File: src/rtl/mem_arbiter_if.sv
// rtl/mem_arbiter_if.sv - cache-side and memory-side bus bundle for mem_arbiter
interface mem_arbiter_if #(
    parameter int ADDR_W = 32,
    parameter int DATA_W = 256
);
    logic              p0_enable_i;
    logic              p0_write_i;
    logic [ADDR_W-1:0] p0_addr_i;
    logic [DATA_W-1:0] p0_data_i;
    logic [DATA_W-1:0] p0_data_o;
    logic              p0_ack_o;

    logic              p1_enable_i;
    logic              p1_write_i;
    logic [ADDR_W-1:0] p1_addr_i;
    logic [DATA_W-1:0] p1_data_i;
    logic [DATA_W-1:0] p1_data_o;
    logic              p1_ack_o;

    logic              mem_enable_o;
    logic              mem_write_o;
    logic [ADDR_W-1:0] mem_addr_o;
    logic [DATA_W-1:0] mem_data_o;
    logic [DATA_W-1:0] mem_data_i;
    logic              mem_ack_i;

    modport slave (
        input  p0_enable_i, p0_write_i, p0_addr_i, p0_data_i,
        output p0_data_o, p0_ack_o,
        input  p1_enable_i, p1_write_i, p1_addr_i, p1_data_i,
        output p1_data_o, p1_ack_o,
        output mem_enable_o, mem_write_o, mem_addr_o, mem_data_o,
        input  mem_data_i, mem_ack_i
    );

    modport master (
        output p0_enable_i, p0_write_i, p0_addr_i, p0_data_i,
        input  p0_data_o, p0_ack_o,
        output p1_enable_i, p1_write_i, p1_addr_i, p1_data_i,
        input  p1_data_o, p1_ack_o,
        input  mem_enable_o, mem_write_o, mem_addr_o, mem_data_o,
        output mem_data_i, mem_ack_i
    );
endinterface

File: src/rtl/mem_arbiter.sv
// rtl/mem_arbiter.sv - round-robin two-port line arbiter for a shared data memory
module mem_arbiter #(
    parameter int ADDR_W  = 32,
    parameter int DATA_W  = 256,
    parameter int TIMEOUT = 1023
) (
    input  logic          clk_i,
    input  logic          rst_i,
    mem_arbiter_if.slave  bus,
    output logic          grant_o,
    output logic          busy_o,
    output logic          err_o
);
    localparam int CNT_W = $clog2(TIMEOUT + 1);

    typedef enum logic [1:0] {IDLE, BUSY, RELEASE} state_t;

    state_t            state_q, state_d;
    logic [CNT_W-1:0]  cnt_q, cnt_d;
    logic              last_grant_q, last_grant_d;
    logic              grant_q, grant_d;
    logic              busy_q, busy_d;
    logic              err_q, err_d;
    logic              mem_enable_q, mem_enable_d;
    logic              mem_write_q, mem_write_d;
    logic [ADDR_W-1:0] mem_addr_q, mem_addr_d;
    logic [DATA_W-1:0] mem_data_q, mem_data_d;
    logic [DATA_W-1:0] p0_data_q, p0_data_d;
    logic [DATA_W-1:0] p1_data_q, p1_data_d;
    logic              p0_ack_q, p0_ack_d;
    logic              p1_ack_q, p1_ack_d;
    logic              winner;

    always_ff @(posedge clk_i) begin
        if (rst_i) begin
            state_q      <= IDLE;
            cnt_q        <= '0;
            last_grant_q <= 1'b1;
            grant_q      <= 1'b0;
            busy_q       <= 1'b0;
            err_q        <= 1'b0;
            mem_enable_q <= 1'b0;
            mem_write_q  <= 1'b0;
            mem_addr_q   <= '0;
            mem_data_q   <= '0;
            p0_data_q    <= '0;
            p1_data_q    <= '0;
            p0_ack_q     <= 1'b0;
            p1_ack_q     <= 1'b0;
        end else begin
            state_q      <= state_d;
            cnt_q        <= cnt_d;
            last_grant_q <= last_grant_d;
            grant_q      <= grant_d;
            busy_q       <= busy_d;
            err_q        <= err_d;
            mem_enable_q <= mem_enable_d;
            mem_write_q  <= mem_write_d;
            mem_addr_q   <= mem_addr_d;
            mem_data_q   <= mem_data_d;
            p0_data_q    <= p0_data_d;
            p1_data_q    <= p1_data_d;
            p0_ack_q     <= p0_ack_d;
            p1_ack_q     <= p1_ack_d;
        end
    end

    always_comb begin
        state_d      = state_q;
        cnt_d        = cnt_q;
        last_grant_d = last_grant_q;
        grant_d      = grant_q;
        err_d        = err_q;
        mem_enable_d = mem_enable_q;
        mem_write_d  = mem_write_q;
        mem_addr_d   = mem_addr_q;
        mem_data_d   = mem_data_q;
        p0_data_d    = p0_data_q;
        p1_data_d    = p1_data_q;
        p0_ack_d     = p0_ack_q;
        p1_ack_d     = p1_ack_q;
        winner       = 1'b0;

        case (state_q)
            IDLE: begin
                if (bus.p0_enable_i || bus.p1_enable_i) begin
                    // On contention the port that did not win last time goes first.
                    winner       = (bus.p0_enable_i && bus.p1_enable_i) ? ~last_grant_q
                                                                        : bus.p1_enable_i;
                    mem_addr_d   = winner ? bus.p1_addr_i  : bus.p0_addr_i;
                    mem_data_d   = winner ? bus.p1_data_i  : bus.p0_data_i;
                    mem_write_d  = winner ? bus.p1_write_i : bus.p0_write_i;
                    mem_enable_d = 1'b1;
                    grant_d      = winner;
                    last_grant_d = winner;
                    cnt_d        = '0;
                    state_d      = BUSY;
                end
            end
            BUSY: begin
                cnt_d = cnt_q + CNT_W'(1);
                if (bus.mem_ack_i) begin
                    if (!mem_write_q) begin
                        if (grant_q) p1_data_d = bus.mem_data_i;
                        else         p0_data_d = bus.mem_data_i;
                    end
                    p0_ack_d     = ~grant_q;
                    p1_ack_d     = grant_q;
                    mem_enable_d = 1'b0;
                    mem_write_d  = 1'b0;
                    state_d      = RELEASE;
                end else if (cnt_q == CNT_W'(TIMEOUT - 1)) begin
                    // Abort: requester still gets its ack so it never hangs; err_o records it.
                    err_d        = 1'b1;
                    p0_ack_d     = ~grant_q;
                    p1_ack_d     = grant_q;
                    mem_enable_d = 1'b0;
                    mem_write_d  = 1'b0;
                    state_d      = RELEASE;
                end
            end
            RELEASE: begin
                p0_ack_d = 1'b0;
                p1_ack_d = 1'b0;
                state_d  = IDLE;
            end
            default: state_d = IDLE;
        endcase

        busy_d = (state_d != IDLE);
    end

    assign bus.mem_enable_o = mem_enable_q;
    assign bus.mem_write_o  = mem_write_q;
    assign bus.mem_addr_o   = mem_addr_q;
    assign bus.mem_data_o   = mem_data_q;
    assign bus.p0_data_o    = p0_data_q;
    assign bus.p1_data_o    = p1_data_q;
    assign bus.p0_ack_o     = p0_ack_q;
    assign bus.p1_ack_o     = p1_ack_q;
    assign grant_o          = grant_q;
    assign busy_o           = busy_q;
    assign err_o            = err_q;
endmodule

File: src/flat_wrapper.sv
// flat-port wrapper written by rule: the top's interface ports become plain ports
module mem_arbiter_flat 
#(
    parameter int ADDR_W  = 32,
    parameter int DATA_W  = 256,
    parameter int TIMEOUT = 1023
)
  (clk_i, rst_i, grant_o, busy_o, err_o, bus_p0_enable_i, bus_p0_write_i, bus_p0_addr_i, bus_p0_data_i, bus_p0_data_o, bus_p0_ack_o, bus_p1_enable_i, bus_p1_write_i, bus_p1_addr_i, bus_p1_data_i, bus_p1_data_o, bus_p1_ack_o, bus_mem_enable_o, bus_mem_write_o, bus_mem_addr_o, bus_mem_data_o, bus_mem_data_i, bus_mem_ack_i);
  mem_arbiter_if #(.ADDR_W(ADDR_W), .DATA_W(DATA_W)) bus_i ();
  input  logic clk_i;
  input  logic rst_i;
  output logic grant_o;
  output logic busy_o;
  output logic err_o;
  input wire logic [$bits(bus_i.p0_enable_i)-1:0] bus_p0_enable_i;
  input wire logic [$bits(bus_i.p0_write_i)-1:0] bus_p0_write_i;
  input wire logic [$bits(bus_i.p0_addr_i)-1:0] bus_p0_addr_i;
  input wire logic [$bits(bus_i.p0_data_i)-1:0] bus_p0_data_i;
  output wire logic [$bits(bus_i.p0_data_o)-1:0] bus_p0_data_o;
  output wire logic [$bits(bus_i.p0_ack_o)-1:0] bus_p0_ack_o;
  input wire logic [$bits(bus_i.p1_enable_i)-1:0] bus_p1_enable_i;
  input wire logic [$bits(bus_i.p1_write_i)-1:0] bus_p1_write_i;
  input wire logic [$bits(bus_i.p1_addr_i)-1:0] bus_p1_addr_i;
  input wire logic [$bits(bus_i.p1_data_i)-1:0] bus_p1_data_i;
  output wire logic [$bits(bus_i.p1_data_o)-1:0] bus_p1_data_o;
  output wire logic [$bits(bus_i.p1_ack_o)-1:0] bus_p1_ack_o;
  output wire logic [$bits(bus_i.mem_enable_o)-1:0] bus_mem_enable_o;
  output wire logic [$bits(bus_i.mem_write_o)-1:0] bus_mem_write_o;
  output wire logic [$bits(bus_i.mem_addr_o)-1:0] bus_mem_addr_o;
  output wire logic [$bits(bus_i.mem_data_o)-1:0] bus_mem_data_o;
  input wire logic [$bits(bus_i.mem_data_i)-1:0] bus_mem_data_i;
  input wire logic [$bits(bus_i.mem_ack_i)-1:0] bus_mem_ack_i;
  assign bus_i.p0_enable_i = bus_p0_enable_i;
  assign bus_i.p0_write_i = bus_p0_write_i;
  assign bus_i.p0_addr_i = bus_p0_addr_i;
  assign bus_i.p0_data_i = bus_p0_data_i;
  assign bus_p0_data_o = bus_i.p0_data_o;
  assign bus_p0_ack_o = bus_i.p0_ack_o;
  assign bus_i.p1_enable_i = bus_p1_enable_i;
  assign bus_i.p1_write_i = bus_p1_write_i;
  assign bus_i.p1_addr_i = bus_p1_addr_i;
  assign bus_i.p1_data_i = bus_p1_data_i;
  assign bus_p1_data_o = bus_i.p1_data_o;
  assign bus_p1_ack_o = bus_i.p1_ack_o;
  assign bus_mem_enable_o = bus_i.mem_enable_o;
  assign bus_mem_write_o = bus_i.mem_write_o;
  assign bus_mem_addr_o = bus_i.mem_addr_o;
  assign bus_mem_data_o = bus_i.mem_data_o;
  assign bus_i.mem_data_i = bus_mem_data_i;
  assign bus_i.mem_ack_i = bus_mem_ack_i;
  mem_arbiter #(.ADDR_W(ADDR_W), .DATA_W(DATA_W), .TIMEOUT(TIMEOUT)) u_core (.clk_i(clk_i), .rst_i(rst_i), .bus(bus_i), .grant_o(grant_o), .busy_o(busy_o), .err_o(err_o));
endmodule
File: config.mk
export PLATFORM = sky130hd
export DESIGN_NAME = mem_arbiter_flat
export DESIGN_NICKNAME = d
export VERILOG_FILES = /design/src/rtl/mem_arbiter_if.sv /design/src/rtl/mem_arbiter.sv /design/src/flat_wrapper.sv
export SDC_FILE = /design/constraint.sdc
export NUM_CORES = 2
export LEC_CHECK = 0
export BUFFER_PORTS_ARGS = -buffer_cell sky130_fd_sc_hd__buf_4
export CAP_MARGIN = 40
export CORE_AREA = 10 10 627 629
export DETAILED_ROUTE_END_ITERATION = 8
export DIE_AREA = 0 0 637 639
export RECOVER_POWER = 50
export SLEW_MARGIN = 15
export SYNTH_ARGS = -nofsm -noshare
export SYNTH_HDL_FRONTEND = slang
export SYNTH_SLANG_ARGS = --single-unit
File: constraint.sdc
create_clock -name clk_i -period 3.26 [get_ports clk_i]
set_input_delay 0.652 -clock clk_i [delete_from_list [all_inputs] [get_ports clk_i]]
set_output_delay 0.652 -clock clk_i [all_outputs]
set_load 0.1 [all_outputs]
# Word-level counts from Yosys, hierarchy flattened
# Index checks and enable logic that the tools add are counted.
[totals]
word_cells = 59
reg_bits = 820
out_inout_bits = 807
in_bits = 839
[classes]
n_eq_ne = 5
addsub = 1
n_reduce_logical = 13
n_bitwise = 4
n_mux = 22
[ops]
columns = ["operator", "count"]
rows = [
  ["256-bit two-way mux", 1],
  ["32-bit two-way mux", 1],
  ["10-bit case mux with 2 select lines", 1],
  ["10-bit by 1-bit adder with 10-bit output (second input constant)", 1],
  ["10-bit == test (second input constant)", 1],
  ["1-bit two-way mux", 10],
  ["10-bit two-way mux", 1],
  ["1-bit case mux with 2 select lines", 4],
  ["4-bit AND reduction", 2],
  ["2-bit two-way mux", 3],
  ["2-bit AND reduction", 3],
  ["3-bit AND reduction", 2],
  ["2-bit nonzero test", 3],
  ["1-bit inverter", 4],
  ["2-bit case mux with 2 select lines", 1],
  ["3-bit by 2-bit != test with 1-bit output (second input constant)", 1],
  ["2-bit by 1-bit == test with 1-bit output (second input constant)", 1],
  ["2-bit == test (second input constant)", 1],
  ["2-bit zero test", 1],
  ["2-bit by 1-bit != test with 1-bit output (second input constant)", 1],
  ["1-bit logical AND", 1],
  ["1-bit logical OR", 1],
]

# Depth between registers and ports, before layout
[logic_depth]
ltp_word = 5
ltp_mapped = 9

# Least setup slack after synthesis
# Ideal clock, no wire load.
[synth_path]
path_kind = "reg-to-reg"
startpoint = "reg u_core.mem_write_q, in the netlist u_core.bus.mem_write_o"
endpoint = "reg u_core.p1_data_q[221], in the netlist u_core.bus.p1_data_o[221]"
arrival_time_ps = 2051
slack_ps = 1139
required_ps = 3190
stages_incl_launch_ff = 6
period_less_slack_ps = 2121
setup_ps = 70
n_path_buf = 2
cell_sequence = "dfxtp_1 > nand4b_1 > clkbuf_1 > clkbuf_1 > nand2_1 > a21oi_1"
[synth_between]
elab_chain_cells = 2
[synth_rtl]
columns = ["item", "line_no", "text"]
rows = [
  ["start: declaration", "mem_arbiter.sv:25", "logic mem_write_q, mem_write_d;"],
  ["start signal: assignment", "mem_arbiter.sv:58", "mem_write_q <= mem_write_d;"],
  ["1-bit inverter (no source line)", "--", ""],
  ["4-bit AND reduction (no source line)", "--", ""],
  ["end signal: assignment", "mem_arbiter.sv:62", "p1_data_q <= p1_data_d;"],
  ["end: declaration", "mem_arbiter.sv:29", "logic [DATA_W-1:0] p1_data_q, p1_data_d;"],
]
# Every way passes these cells.
# A chain may end at the register's enable or synchronous reset.

# Worst setup path after layout
[layout_path]
startpoint = "reg u_core.state_q[1]"
endpoint = "reg u_core.mem_data_q[82], in the netlist u_core.bus.mem_data_o[82]"
[layout_between]
elab_chain_cells = 2
[layout_rtl]
columns = ["item", "line_no", "text"]
rows = [
  ["start: declaration", "mem_arbiter.sv:18", "state_t state_q, state_d;"],
  ["start signal: assignment", "mem_arbiter.sv:51", "state_q <= state_d;"],
  ["2-bit zero test", "mem_arbiter.sv:84", "case (state_q)"],
  ["2-bit AND reduction (no source line)", "--", ""],
  ["end signal: assignment", "mem_arbiter.sv:60", "mem_data_q <= mem_data_d;"],
  ["end: declaration", "mem_arbiter.sv:27", "logic [DATA_W-1:0] mem_data_q, mem_data_d;"],
]
# Every way passes these cells.

==> tab_implementation.tex <==
\begin{tabular}{lr}
\hline
Metric & Value \\
\hline
\multicolumn{2}{l}{\textbf{Status}} \\
\quad Run status & finished, final reports clean \\
\multicolumn{2}{l}{\textbf{Clock network}} \\
\quad CTS tree & done \\
\quad Clock Pin Slew Worst Setup and Hold Paths & 60 ps \\
\quad H-tree levels & 3 \\
\quad Post-CTS Hold Buffers & 323 \\
\quad Post-CTS sizing & 0 \\
\quad Latest clock arrival within the worst-skew pair & 870 ps \\
\quad Clk Tree Root Cell & sky130\_fd\_sc\_hd\_\_clkbuf\_16 \\
\quad Post-CTS Repair Setup Buffers & 0 \\
\quad Maximum clock path buffer count & 4 \\
\quad TritonCTS Buffers & 108 \\
\quad Sink Count & 820 \\
\multicolumn{2}{l}{\textbf{Pwr}} \\
\quad Standby leakage power & 20.5 nW \\
\quad Areal power density over the cells & 684 nW/um2 \\
\quad Worst vdd rail ir drop & 0.507 mV \\
\multicolumn{2}{l}{\textbf{Place}} \\
\quad Final HPWL from detailed placement & 295000 um \\
\quad Total placed instance area & 49200 um2 \\
\quad Pre-CTS setup slack & 723 ps \\
\quad RePlAce Congestion & 0.957 \\
\quad Number of input and output port buffers inserted & 1645 \\
\multicolumn{2}{l}{\textbf{Worst setup path}} \\
\quad Critical path data required time & 4070 ps \\
\quad Sort of element at the end of the critical path & flop \\
\quad Crit path DAT & 3780 ps \\
\quad Sum of buffers and inverters on the critical path & 3 \\
\quad Worst setup path class & flop to flop \\
\quad Slowest stage cell, crit path & sky130\_fd\_sc\_hd\_\_dlygate4sd3\_1 \\
\quad Biggest fanout along the worst timing path & 122 \\
\quad Crit-path max cell delay & 590 ps \\
\quad Gate family responsible for the most delay along the worst path & buffers and inverters \\
\quad Ordered cell list for the critical path & inv\_1 -> ha\_1 -> o21a\_4 -> buf\_12 -> nor2\_1 -> a311oi\_1 -> dlygate4sd3\_1 \\
\quad Startpoint kind of the worst setup timing path & flop \\
\multicolumn{2}{l}{\textbf{GRT}} \\
\quad Largest net degree at the start of global routing & 123 \\
\quad Global-route wire length before repair & 415000 um \\
\quad Overall routing resource usage & 15.7\% \\
\quad Number of antenna violations at the first check in global routing & 216 \\
\quad Number of global-route vias before repair & 34800 \\
\quad Final global-route overflow total & 0 \\
\multicolumn{2}{l}{\textbf{Timing}} \\
\quad Transition time of the tightest slew-check pin & 1400 ps \\
\quad Worst hold-check slack & 73.7 ps \\
\quad Fraction of the cycle the final worst path needs & 91.1\% \\
\quad Final-report max-slew violation count & 0 \\
\quad Final min period & 2970 ps \\
\quad Setup tns final & 0 ps \\
\quad Achievable frequency & 0.337 GHz \\
\quad RSZ-0062 raised after global routing & no \\
\quad Final Hold Vio Count & 0 \\
\quad Worst Slack Setup Final & 289 ps \\
\quad Final setup violation count & 0 \\
\quad Max-slew headroom & 7.12\% \\
\quad Setup Skew & 48.8 ps \\
\multicolumn{2}{l}{\textbf{Logic synthesis}} \\
\quad Yosys warning total & 0 \\
\quad Gate count after technology mapping & 3934 \\
\quad Post-synthesis instance area & 30700 um2 \\
\quad Number of unique standard cell types used by synthesis & 40 \\
\quad Syn Area/Cell & 7.80 um2 \\
\quad Count of state elements after synthesis & 820 \\
\quad Async SR Flop Fraction & 0\% \\
\quad Count of flip-flops with a built-in enable after synthesis & 0 \\
\quad Fraction of the yosys area taken by sequential cells & 53.5\% \\
\quad Most used DFF post-synth & sky130\_fd\_sc\_hd\_\_dfxtp\_1 \\
\quad Total nets after synthesis & 4778 \\
\multicolumn{2}{l}{\textbf{Floorplanning}} \\
\quad Width of the die & 637 um \\
\quad Rows & 227 \\
\quad Area of the core region & 381000 um2 \\
\quad Starting utilization of the core area & 8.06\% \\
\quad Count of pins on the block boundary & 1646 \\
\quad Die Area & 407000 um2 \\
\quad Die Height & 639 um \\
\multicolumn{2}{l}{\textbf{Finish}} \\
\quad Layout Nets & 6627 \\
\quad Total non-filler cell area in the finished layout & 53800 um2 \\
\quad Post-synthesis to final-layout area growth & 75.3\% \\
\quad Proportion of layout cells with a drive suffix above 1 & 25.7\% \\
\multicolumn{2}{l}{\textbf{Routing}} \\
\quad Total number of vias & 37500 \\
\quad Number of remaining DRC errors & 0 \\
\quad Average wire per standard cell & 31.0 um \\
\quad Violation count after the first detailed-route iteration & 3691 \\
\quad Antenna viol nets, final & 0 \\
\quad DRT Pass-1 Iters & 5 \\
\quad Total wire length after detailed routing & 339000 um \\
\quad Via/cell ratio & 3.42 \\
\multicolumn{2}{l}{\textbf{Worst hold path}} \\
\quad Kind of path behind the tightest hold check & input pin to flop \\
\multicolumn{2}{l}{\textbf{Flow run}} \\
\quad Reported max-cap violation count & 0 \\
\hline
\end{tabular}
==> worst paths after layout <==
check / start / endpoint / slack, ps / depth (start not counted)
worst max-delay path: u_core.state_q[1] / u_core.bus.mem_data_o[82] / 290 / 7
worst min-delay path: bus_mem_data_i[95] / u_core.bus.p0_data_o[95] / 70 / 3
worst max register to register: u_core.state_q[1] / u_core.bus.mem_data_o[82] / 290 / 7
worst min register to register: u_core.bus.p0_data_o[138] / u_core.bus.p0_data_o[138] / 450 / 2
==> worst reg2reg max path, delay by kind of cell, from the launching register on <==
family,cells,cell delay (ps)
buffers and inverters,3,1180
adder cells (fa/ha/maj),1,380
flip-flops,1,340
AO/OA/AOI/OAI,2,790
AND/OR/NAND/NOR,1,230
==> routing by layer <==
layer / vias up / GRT usage [%] / share of wire (%)
li1: 16900 / - / -
met5: - / 0 / 0.28
met2: 2090 / 25.0 / 45
met1: 17800 / 18.5 / 38
met4: 154 / 4.87 / 4.0
met3: 587 / 7.84 / 13
==> state kept, by name, summed over array words and instances, names as in the netlist, 2 cells and up <==
| register | flops |
|---|---|
| u_core.bus.mem_addr_o | 32 |
| u_core.bus.mem_data_o | 256 |
| u_core.bus.p1_data_o | 256 |
| u_core.state_q | 2 |
| u_core.bus.p0_data_o | 256 |
| u_core.cnt_q | 10 |
==> per-stage QoR <==
step                cells  power (mW)  utilization [%]
floorplan            3934        20.0                -
global placement    10400        24.7             12.9
detailed placement  10400        24.8             12.9
CTS                 10900        37.9             14.7
global route        10900        38.1             14.1
finish              11000        36.8             14.1
==> power breakdown <==
group	internal, mW	switching (mW)
registers	10.9	0.567
logic	2.53	10.4
clock network	7.09	5.32
total	20.5	16.3
==> cell usage in the layout, fill, tap and decap left out, types with 4 or more instances in the layout <==
cell type,count
sky130_fd_sc_hd__nor2b_1,4
sky130_fd_sc_hd__nor2_1,302
sky130_fd_sc_hd__diode_2,57
sky130_fd_sc_hd__clkbuf_2,285
sky130_fd_sc_hd__dlygate4sd3_1,323
sky130_fd_sc_hd__bufinv_16,6
sky130_fd_sc_hd__inv_1,4
sky130_fd_sc_hd__clkinv_4,6
sky130_fd_sc_hd__inv_6,5
sky130_fd_sc_hd__o21ai_0,5
sky130_fd_sc_hd__nand2_1,1606
sky130_fd_sc_hd__buf_4,998
sky130_fd_sc_hd__clkbuf_1,445
sky130_fd_sc_hd__a311oi_1,288
sky130_fd_sc_hd__clkbuf_8,20
sky130_fd_sc_hd__or3_1,5
sky130_fd_sc_hd__ha_1,5
sky130_fd_sc_hd__clkbuf_16,109
sky130_fd_sc_hd__dfxtp_1,820
sky130_fd_sc_hd__buf_12,43
sky130_fd_sc_hd__a21oi_1,519
sky130_fd_sc_hd__clkinvlp_4,7
sky130_fd_sc_hd__xor2_1,6
sky130_fd_sc_hd__clkinv_2,12
sky130_fd_sc_hd__o211ai_1,4
==> synthesized netlist by cell type (2+ instances only) <==
cell type / number / share of area, %
sky130_fd_sc_hd__a311oi_1: 288 / 8.2
sky130_fd_sc_hd__o211ai_1: 4 / 0.098
sky130_fd_sc_hd__or3_1: 5 / 0.10
sky130_fd_sc_hd__or2_2: 2 / 0.041
sky130_fd_sc_hd__a31oi_1: 3 / 0.061
sky130_fd_sc_hd__ha_1: 5 / 0.20
sky130_fd_sc_hd__o21ai_0: 5 / 0.081
sky130_fd_sc_hd__buf_1: 7 / 0.086
sky130_fd_sc_hd__dfxtp_1: 820 / 53
sky130_fd_sc_hd__buf_2: 194 / 3.2
sky130_fd_sc_hd__a21oi_1: 519 / 8.5
sky130_fd_sc_hd__mux2_2: 2 / 0.073
sky130_fd_sc_hd__nor2_1: 302 / 3.7
sky130_fd_sc_hd__clkbuf_1: 126 / 1.5
sky130_fd_sc_hd__inv_1: 4 / 0.049
sky130_fd_sc_hd__buf_4: 6 / 0.15
sky130_fd_sc_hd__xor2_1: 6 / 0.17
sky130_fd_sc_hd__o2111ai_1: 2 / 0.057
sky130_fd_sc_hd__nor2b_1: 4 / 0.081
sky130_fd_sc_hd__and2_1: 2 / 0.041
sky130_fd_sc_hd__and3_1: 2 / 0.041
sky130_fd_sc_hd__nand2_1: 1607 / 20
sky130_fd_sc_hd__nand2b_1: 2 / 0.041
==> logic make-up (layout without fill, tap and decap cells) <==
family / count (synthesis) / in the layout / synth area share, %
flip-flops: 820 / 820 / 53.5
adder cells (fa/ha/maj): 5 / 5 / 0.204
XOR/XNOR: 6 / 6 / 0.171
AO/OA/AOI/OAI: 829 / 829 / 17.2
multiplexers: 3 / 3 / 0.106
AND/OR/NAND/NOR: 1933 / 1933 / 23.9
other: 0 / 57 / 0
buffers and inverters: 338 / 2271 / 5.00
==> layout make-up <==
class / count / area (um2)
antenna: 57 / 143
clock buffer: 155 / 3100
clock inverter: 39 / 440
fill: 44000 / 327000
inverter: 4 / 15.0
multi-input combinational: 2776 / 12800
sequential: 820 / 16400
tap: 5038 / 6300
timing repair buffer: 2073 / 14600
Power figures use the tool's default switching activity.
